===== config.mk =====
export PLATFORM = sky130hd
export DESIGN_NAME = telemetry_uart_tx
export DESIGN_NICKNAME = d
export VERILOG_FILES = /design/src/rtl/telemetry_uart_tx.sv
export SDC_FILE = /design/constraint.sdc
export NUM_CORES = 1
export LEC_CHECK = 0
export ABC_AREA = 1
export CORE_MARGIN = 2
export CORE_UTILIZATION = 61
export DETAILED_ROUTE_END_ITERATION = 8
export HOLD_SLACK_MARGIN = 0.05
export PLACE_DENSITY = 0.85
export SLEW_MARGIN = 5
export SYNTH_ARGS = -nofsm -noshare
export SYNTH_HDL_FRONTEND = slang
export SYNTH_SLANG_ARGS = --single-unit

===== constraint.sdc =====
create_clock -name clk -period 2.65 [get_ports clk]
set_clock_uncertainty 0.05 [all_clocks]
set_input_delay 0.6625 -clock clk [delete_from_list [all_inputs] [get_ports clk]]
set_output_delay 0.6625 -clock clk [all_outputs]
set_load 0.01 [all_outputs]

===== src/rtl/telemetry_uart_tx.sv =====
// telemetry_uart_tx: samples the converter word at a fixed rate into a FIFO and
// sends each sample as a framed 8N1 UART packet. Macro TELEM_CHECKSUM_EN adds an XOR checksum byte.
module telemetry_uart_tx #(
  parameter int CLKS_PER_BIT = 868,
  parameter int SAMPLE_DIV   = 100000,
  parameter int FIFO_DEPTH   = 4
) (
  input  logic                          clk,
  input  logic                          rst,
  input  logic                          enable,
  input  logic [7:0]                    sample_in,
  output logic                          uart_tx,
  output logic                          busy,
  output logic                          overflow,
  output logic [$clog2(FIFO_DEPTH):0]   fifo_level
);
  localparam int AW = $clog2(FIFO_DEPTH);
  localparam int LW = AW + 1;
  localparam int SW = $clog2(SAMPLE_DIV);
  localparam int BW = $clog2(CLKS_PER_BIT);

  localparam logic [SW-1:0] SMAX = SW'(SAMPLE_DIV - 1);
  localparam logic [BW-1:0] BMAX = BW'(CLKS_PER_BIT - 1);
  localparam logic [LW-1:0] FULL = LW'(FIFO_DEPTH);
`ifdef TELEM_CHECKSUM_EN
  localparam logic [1:0] LAST = 2'd3;
`else
  localparam logic [1:0] LAST = 2'd2;
`endif

  localparam logic [1:0] S_IDLE  = 2'd0;
  localparam logic [1:0] S_START = 2'd1;
  localparam logic [1:0] S_DATA  = 2'd2;
  localparam logic [1:0] S_STOP  = 2'd3;

  logic [SW-1:0] tick_q, tick_d;
  logic [AW-1:0] wr_q, wr_d, rd_q, rd_d;
  logic [LW-1:0] lvl_q, lvl_d;
  logic          ovf_q, ovf_d;
  logic [7:0]    mem_q [FIFO_DEPTH];
  logic [1:0]    st_q, st_d;
  logic [BW-1:0] clk_q, clk_d;
  logic [2:0]    bit_q, bit_d;
  logic [1:0]    byte_q, byte_d;
  logic [7:0]    pay_q, pay_d;
  logic [7:0]    seq_q, seq_d;
  logic          tx_q, tx_d;
  logic          busy_q, busy_d;
  logic          push, pop, full, empty, push_ok;
  logic [7:0]    cur_byte;

  // Sample tick: count while enabled, capture on the terminal count
  always_comb begin
    tick_d = '0;
    push   = 1'b0;
    if (enable) begin
      if (tick_q == SMAX) push = 1'b1;
      else tick_d = tick_q + 1'b1;
    end
  end

  // FIFO bookkeeping; a pop frees the slot so a push into a full FIFO still lands
  always_comb begin
    full    = (lvl_q == FULL);
    empty   = (lvl_q == '0);
    pop     = (st_q == S_IDLE) && !empty;
    push_ok = push && (!full || pop);
    wr_d    = push_ok ? wr_q + 1'b1 : wr_q;
    rd_d    = pop ? rd_q + 1'b1 : rd_q;
    lvl_d   = lvl_q;
    if (push_ok && !pop) lvl_d = lvl_q + 1'b1;
    else if (!push_ok && pop) lvl_d = lvl_q - 1'b1;
    ovf_d   = ovf_q | (push & ~push_ok);
  end

  // Sample storage (contents need no reset; pointers define validity)
  always_ff @(posedge clk) begin
    if (push_ok) mem_q[wr_q] <= sample_in;
  end

  // Packet FSM: start bit, 8 data bits, stop bit per byte, bytes back-to-back
  always_comb begin
    st_d   = st_q;
    clk_d  = clk_q;
    bit_d  = bit_q;
    byte_d = byte_q;
    pay_d  = pay_q;
    seq_d  = seq_q;
    case (st_q)
      S_IDLE: begin
        if (pop) begin
          pay_d  = mem_q[rd_q];
          byte_d = '0;
          clk_d  = '0;
          st_d   = S_START;
        end
      end
      S_START: begin
        if (clk_q == BMAX) begin
          clk_d = '0;
          bit_d = '0;
          st_d  = S_DATA;
        end else clk_d = clk_q + 1'b1;
      end
      S_DATA: begin
        if (clk_q == BMAX) begin
          clk_d = '0;
          bit_d = bit_q + 1'b1;
          if (bit_q == 3'd7) st_d = S_STOP;
        end else clk_d = clk_q + 1'b1;
      end
      default: begin
        if (clk_q == BMAX) begin
          clk_d = '0;
          if (byte_q == LAST) begin
            st_d  = S_IDLE;
            seq_d = seq_q + 1'b1;
          end else begin
            byte_d = byte_q + 1'b1;
            st_d   = S_START;
          end
        end else clk_d = clk_q + 1'b1;
      end
    endcase
  end

  // Next line level from next state so uart_tx comes straight from a flop
  always_comb begin
    case (byte_d)
      2'd1: cur_byte = seq_q;
      2'd2: cur_byte = pay_d;
`ifdef TELEM_CHECKSUM_EN
      2'd3: cur_byte = 8'hA5 ^ seq_q ^ pay_d;
`endif
      default: cur_byte = 8'hA5;
    endcase
    case (st_d)
      S_START: tx_d = 1'b0;
      S_DATA:  tx_d = cur_byte[bit_d];
      default: tx_d = 1'b1;
    endcase
    busy_d = (st_d != S_IDLE);
  end

  // State registers, asynchronously cleared
  always_ff @(posedge clk or posedge rst) begin
    if (rst) begin
      tick_q <= '0;
      wr_q   <= '0;
      rd_q   <= '0;
      lvl_q  <= '0;
      ovf_q  <= 1'b0;
      st_q   <= S_IDLE;
      clk_q  <= '0;
      bit_q  <= '0;
      byte_q <= '0;
      pay_q  <= '0;
      seq_q  <= '0;
      tx_q   <= 1'b1;
      busy_q <= 1'b0;
    end else begin
      tick_q <= tick_d;
      wr_q   <= wr_d;
      rd_q   <= rd_d;
      lvl_q  <= lvl_d;
      ovf_q  <= ovf_d;
      st_q   <= st_d;
      clk_q  <= clk_d;
      bit_q  <= bit_d;
      byte_q <= byte_d;
      pay_q  <= pay_d;
      seq_q  <= seq_d;
      tx_q   <= tx_d;
      busy_q <= busy_d;
    end
  end

  assign uart_tx    = tx_q;
  assign busy       = busy_q;
  assign overflow   = ovf_q;
  assign fifo_level = lvl_q;
endmodule


======== Word-level counts from Yosys, hierarchy flattened ========
Memories as Yosys holds them, arrays and structs flattened.
Cells that the tools add are included.
operators by class
  add/sub/neg operators ................... 9
  multipliers ............................. 0
  div/mod/pow operators ................... 0
  $lt $le $gt $ge ......................... 1
  eq/ne operators ......................... 12
  shift operators ......................... 0
  mux-type cells .......................... 31
  bitwise logic cells ..................... 4
  reduce and logical (&&, ||, !) cells .... 16
operators with widths
  operator                                            number
  2-to-1 mux 17 bit                                   2
  2-to-1 mux 10 bit                                   3
  adder 17 x 1 -> 17 bit, second input constant       1
  == test 17 bit, second input constant               1
  2-to-1 mux 2 bit                                    8
  2-to-1 mux 8 bit                                    2
  one-hot mux 8 bit (2 select lines)                  1
  2-to-1 mux 3 bit                                    4
  adder 10 x 1 -> 10 bit, second input constant       1
  == test 10 bit, second input constant               1
  adder 8 x 1 -> 8 bit, second input constant         1
  == test 2 bit, second input constant                4
  adder 2 x 1 -> 2 bit, second input constant         3
  adder 3 x 1 -> 3 bit, second input constant         2
  == test 2 x 1 -> 1 bit, second input constant       3
  == test 3 bit, second input constant                2
  2-to-1 mux 1 bit                                    6
  one-hot mux 2 bit (3 select lines)                  1
  one-hot mux 3 bit (2 select lines)                  1
  logical AND 1 bit                                   4
  zero test 1 bit                                     4
  < comparator 3 x 4 -> 1 bit, second input constant  1
  one-hot mux 2 bit (2 select lines)                  1
  nonzero test 2 bit                                  2
  13 further kinds                                    14
storage, ports and cells
  bits in registers ....................... 60
  latch bits .............................. 0
  memory bits (writable) .................. 32
  memory bits (read-only) ................. 0
  input bits .............................. 11
  output and inout bits ................... 6
  logic and storage cells ................. 87
  memories kept ........................... 1
memory list
  name   depth  bits a word  read ports  clocked after Yosys merged registers in  wr ports  line  source
  mem_q  4      8            1           0                                        1         40    logic [7:0] mem_q [FIFO_DEPTH];

======== Depth between registers and ports, before layout ========
  depth in word-level cells ............... 10
  mapped depth ............................ 18
  gate-level depth less buffers ........... 17

======== Worst setup path before layout ========
No wires, ideal clock.
  kind .................................... register -> register
  start ................................... reg st_q[0]
  end ..................................... reg tx_q, in the netlist uart_tx
  setup time .............................. 0.075 ns
  data arrival time ....................... 2.248 ns
  required time ........................... 2.525 ns
  slack ................................... 0.277 ns
  cell stages (with the launch flop) ...... 18
  path buffers ............................ 1
  clock period less this slack ............ 2.373 ns
  cell sequence ........................... dfrtp_1 inv_1 ha_1 inv_1 nand2_1 a21oi_1 a311oi_1 inv_1 ha_1 buf_1 a21oi_1 nand2_1 nand2_1 nand3_1 nand3_1 nand2_1 nand2_1 nand2_1
between the ends
  longest elaborated chain between the ends .. 9
  elaborated cells between the ends (all ways) .. 24
  classes of those cells .................. eq/ne: 6; mux: 15; reduce/logical: 3
RTL lines
  element                                                  line    source
  start, declared                                          41      logic [1:0] st_q, st_d;
  start signal, assigned                                   167     st_q <= st_d;
  zero test 2 bit                                          66, 89
  logical AND 1 bit                                        66      pop = (st_q == S_IDLE) && !empty;
  2-to-1 mux 2 bit                                         91      if (pop) begin
  one-hot mux 2 bit (2 select lines) (*)                   89      case (st_q)
  named net byte_d[1]                                      44      logic [1:0] byte_q, byte_d;
  == test 2 bit or == test 2 x 1 -> 1 bit (tied branches)  129     case (byte_d)
  one-hot mux 8 bit (2 select lines) (*)                   129
  binary-select mux 1 bit (select 3 bit) (*)               139     S_DATA: tx_d = cur_byte[bit_d];
  2-to-1 mux 1 bit (not written as such) (*)               139
  one-hot mux 1 bit (2 select lines) (*)                   137     case (st_d)
  named net tx_d                                           47      logic tx_q, tx_d;
  end signal, assigned                                     173     tx_q <= tx_d;
  end, declared                                            47
The timed path passes the listed nets; every way through them passes the cells marked *. The select of a mux whose other input is x is not followed.
A chain may end at the register's enable or synchronous reset.

======== Final worst setup path ========
  start ................................... reg clk_q[1]
  end ..................................... reg tx_q, in the netlist uart_tx
between the ends
  longest elaborated chain between the ends .. 8
  elaborated cells between the ends (all ways) .. 18
  classes of those cells .................. eq/ne: 5; mux: 13
RTL lines
  element                                                  line  source
  start, declared                                          42    logic [BW-1:0] clk_q, clk_d;
  start signal, assigned                                   168   clk_q <= clk_d;
  == test 10 bit (*)                                       113   if (clk_q == BMAX) begin
  2-to-1 mux 2 bit (*)                                     113
  one-hot mux 2 bit (2 select lines) (*)                   89
  named net byte_d[0]                                      44
  == test 2 bit or == test 2 x 1 -> 1 bit (tied branches)  129
  one-hot mux 8 bit (2 select lines) (*)                   129
  binary-select mux 1 bit (select 3 bit) (*)               139
  2-to-1 mux 1 bit (not written as such) (*)               139
  one-hot mux 1 bit (2 select lines) (*)                   137
  named net tx_d                                           47
Marks and branches as above.

==> results.toml <==
[critical_path]
cp_cell_sequence = "ha_4, nand2_2, nor2_4, nand3_4, or2_0, a32oi_2, inv_2, ha_4, nor2_1, nand2_1, nand3_1, nand3_1, nand2_1, nand2_1, nand2_1"
cp-endpoint = "uart_tx"
cpMaxStageDelayCell = "dfrtp_1"
cp-end-kind = "flop"
ff2ff_setup_slack_ns = 0.17
worstSetupPathType = "flop to flop"
r2r-start = "clk_q[1]"
crit_start = "clk_q[1]"
required_ns = 2.90
cp_max_fo = 6
cp.arrival_ns = 2.73
cpMostUsedCell = "nand2_1"
worst_setup_path_start_kind = "flop"
max_stage_delay_ns = 0.40
ff2ff_path_depth = 15
r2r-end = "uart_tx"

[synth]
syn_avg_cell_area_sq_um = 9.06
synth.area.top_cells = "dfrtp_1 32%, edfxtp_1 21%, nand2_1 9.0%, inv_1 6.4%, ha_1 5.4%"
syn_nets = 548
yosys.area.top_type = "dfrtp_1"
synth-edff-count = 32
netlist.area_leader.share_pct = 31.6
synth_cells = 516
ys_seq_area_share_pct = 52.7
async_flop_share_pct = 65.2
synth_ff_type = "dfrtp_1"
syn-cell-area_sq_mm = 0.00467
synth-seq-cells = 92
yosysWarnings = 0
yosysUniqueCellTypes = 47

[clock_tree]
cts_buffers = 9
root_buffer = "clkbuf_8"
cts_tree = "yes"
clk_latency_ns = 0.36
cts_max_path_buffers = 2
path_clk_slew_ns = 0.10
cts.sinks = 92
cts.htree.levels = 3
hold_buffers = 0

[sta]
worst_pin_slew_ns = 0.552
period_needed_ns = 2.48
hold_viol = 0
fin_setup_tns_ns = 0
setup-violations-final = 0
drv_slew = 0
period_share_pct = 93.5
clock.fmax_mhz = 403
setup_slack_ns = 0.171
relSlewSlack_pct = 63.2

[pwr]
p_leak_uw = 0.00244
p_comb_share_pct = 2.2
power.share.clock_pct = 37.3
power_density_mw_per_mm2 = 455
peakVddDrop_v = 0.000351
p_int_uw = 1930
p_sw_share_pct = 21.0
power.switching_uw = 512
p_seq_share_pct = 60.5
totalPowerFinal_uw = 2440

[floorplanning]
io_pins = 17
start_util_pct = 63.8
rows = 31
core_sq_mm = 0.00733
die_h_um = 91.5
die-area_sq_mm = 0.00838
fp.dieW_um = 91.5

[cells_and_area]
stdcell_area_sq_mm = 0.00537
layout_common_cells = "111 x nand2_1, 78 x inv_1, 59 x dfrtp_1"
layout_commonest_cell = "nand2_1"
nets = 588
fill_cells = 521
antenna_cells = 0
areaGrowthSynthToFinish_pct = 14.8
finish.utilization_pct = 73.2
drive_gt1_share_pct = 12.8

[flow_run]
drv_cap = 0

[place]
gp_congestion = 0.893
post-dp-hpwl_um = 6540
io_buffers = 16
pre_cts_slack_ns = 0.0212
place_area_sq_mm = 0.00506

[routing]
drt_wl_total_um = 9290
dr.pass1.iters = 5
viasPerCell = 5.43
detail-route-antenna-nets = 0
vias = 3583
drtIter0Drc = 218
post-route-drc-count = 0
wl_per_cell_um = 14.1

[global_routing]
antenna_found_initial = 0
grt.total_usage_pct = 23.4
grt_overflow = 0
grt_pass1_wl_um = 15500
grt_pass1_vias = 3461
grt_max_degree = 40

[worst_hold_path]
hold_class = "flop to flop"

[run_status]
status = "finished, final reports clean"
==> how the worst min path moves through the flow <==
stage	cells after the start	slack, ns	start	to
CTS	1	0.43	tick_q[0]	tick_q[0]
global route	1	0.46	tick_q[0]	tick_q[0]
global placement	1	0.41	tick_q[0]	tick_q[0]
detailed placement	1	0.42	tick_q[0]	tick_q[0]
finish	1	0.42	tick_q[0]	tick_q[0]
floorplan	1	0.38	tick_q[0]	tick_q[0]
==> Yosys cell counts, types with 2 or more instances <==
cell type  count
nor2_1        44
inv_2          5
a21oi_2        2
o211ai_1       2
nand3_1       45
edfxtp_1      32
inv_1         80
xor2_1        12
xnor2_1        5
and2_1         8
o22ai_1        6
mux2_2         2
nor2_2         3
a211oi_1       4
dfrtp_1       59
nand2_4        2
nor3_2         2
nand2_1      112
nand4_1        4
buf_2          3
a21oi_1       17
clkbuf_1       3
o21ai_1        7
o21ai_0        9
ha_1          20
nor3_1         7
==> through the flow <==
stage | cells | hold WS [ns]
final | 660 | 0.420
after global placement | 640 | 0.406
after detailed placement | 640 | 0.416
after global routing | 660 | 0.461
after floorplan | 516 | 0.383
after CTS | 656 | 0.428
==> per-layer routing <==
layer,track usage [%],part of all wire [%]
met1,29.7,42
met2,40.4,52
met3,5.39,5.1
met4,6.44,1.0
met5,0,0
==> flip-flops by register name (all words and copies together), names as in the netlist <==
name and count:
st_q 2, mem_q 32, wr_q 2, tick_q 17, fifo_level 3, busy 1
rd_q 2, bit_q 3, pay_q 8, uart_tx 1, byte_q 2, seq_q 8
clk_q 10, overflow 1
==> what timing repair did <==
item,CTS,global route
gates resized for setup,0,16
endpoints found under the setup margin,0,1
buffers inserted,0,4
==> area by class of cell <==
cell class              count  area, sq um  share of cell area [%]
repair buffers             36          335                    6.25
clock inverters             6         65.1                    1.21
inverters                  87          332                    6.18
clock buffers              10          128                    2.38
flip-flops and latches     92         2460                    45.9
multi-input cells         330         1920                    35.8
well taps                  99          124                    2.31
==> power groups by stage <==
stage / logic, uW / clock network [uW] / registers (uW)
6_report: 53.4 / 911 / 1480
5_1_grt: 61.0 / 1000 / 1480
4_1_cts: 54.4 / 924 / 1480
3_5_place_dp: 54.4 / 0 / 1510
3_3_place_gp: 52.7 / 0 / 1510
2_1_floorplan: 23.8 / 0 / 1510
==> critical path: cells and delay by family (launching register included) <==
kind	cells	cell delay, ns
buf+inv	1	0.10
flops	1	0.40
fa+ha+maj	2	0.46
simple gates	11	1.10
compound gates	1	0.31
==> kinds of logic after synthesis <==
family | count (synthesis) | synth area share [%]
DFF | 92 | 52.7
buffers and inverters | 94 | 7.74
adders and majority gates | 21 | 5.78
and+or+nand+nor | 238 | 23.6
xor gates and xnor gates | 17 | 3.19
AOI/OAI and AO/OA | 52 | 6.53
muxes | 2 | 0.482
Power figures use the tool's default switching activity.
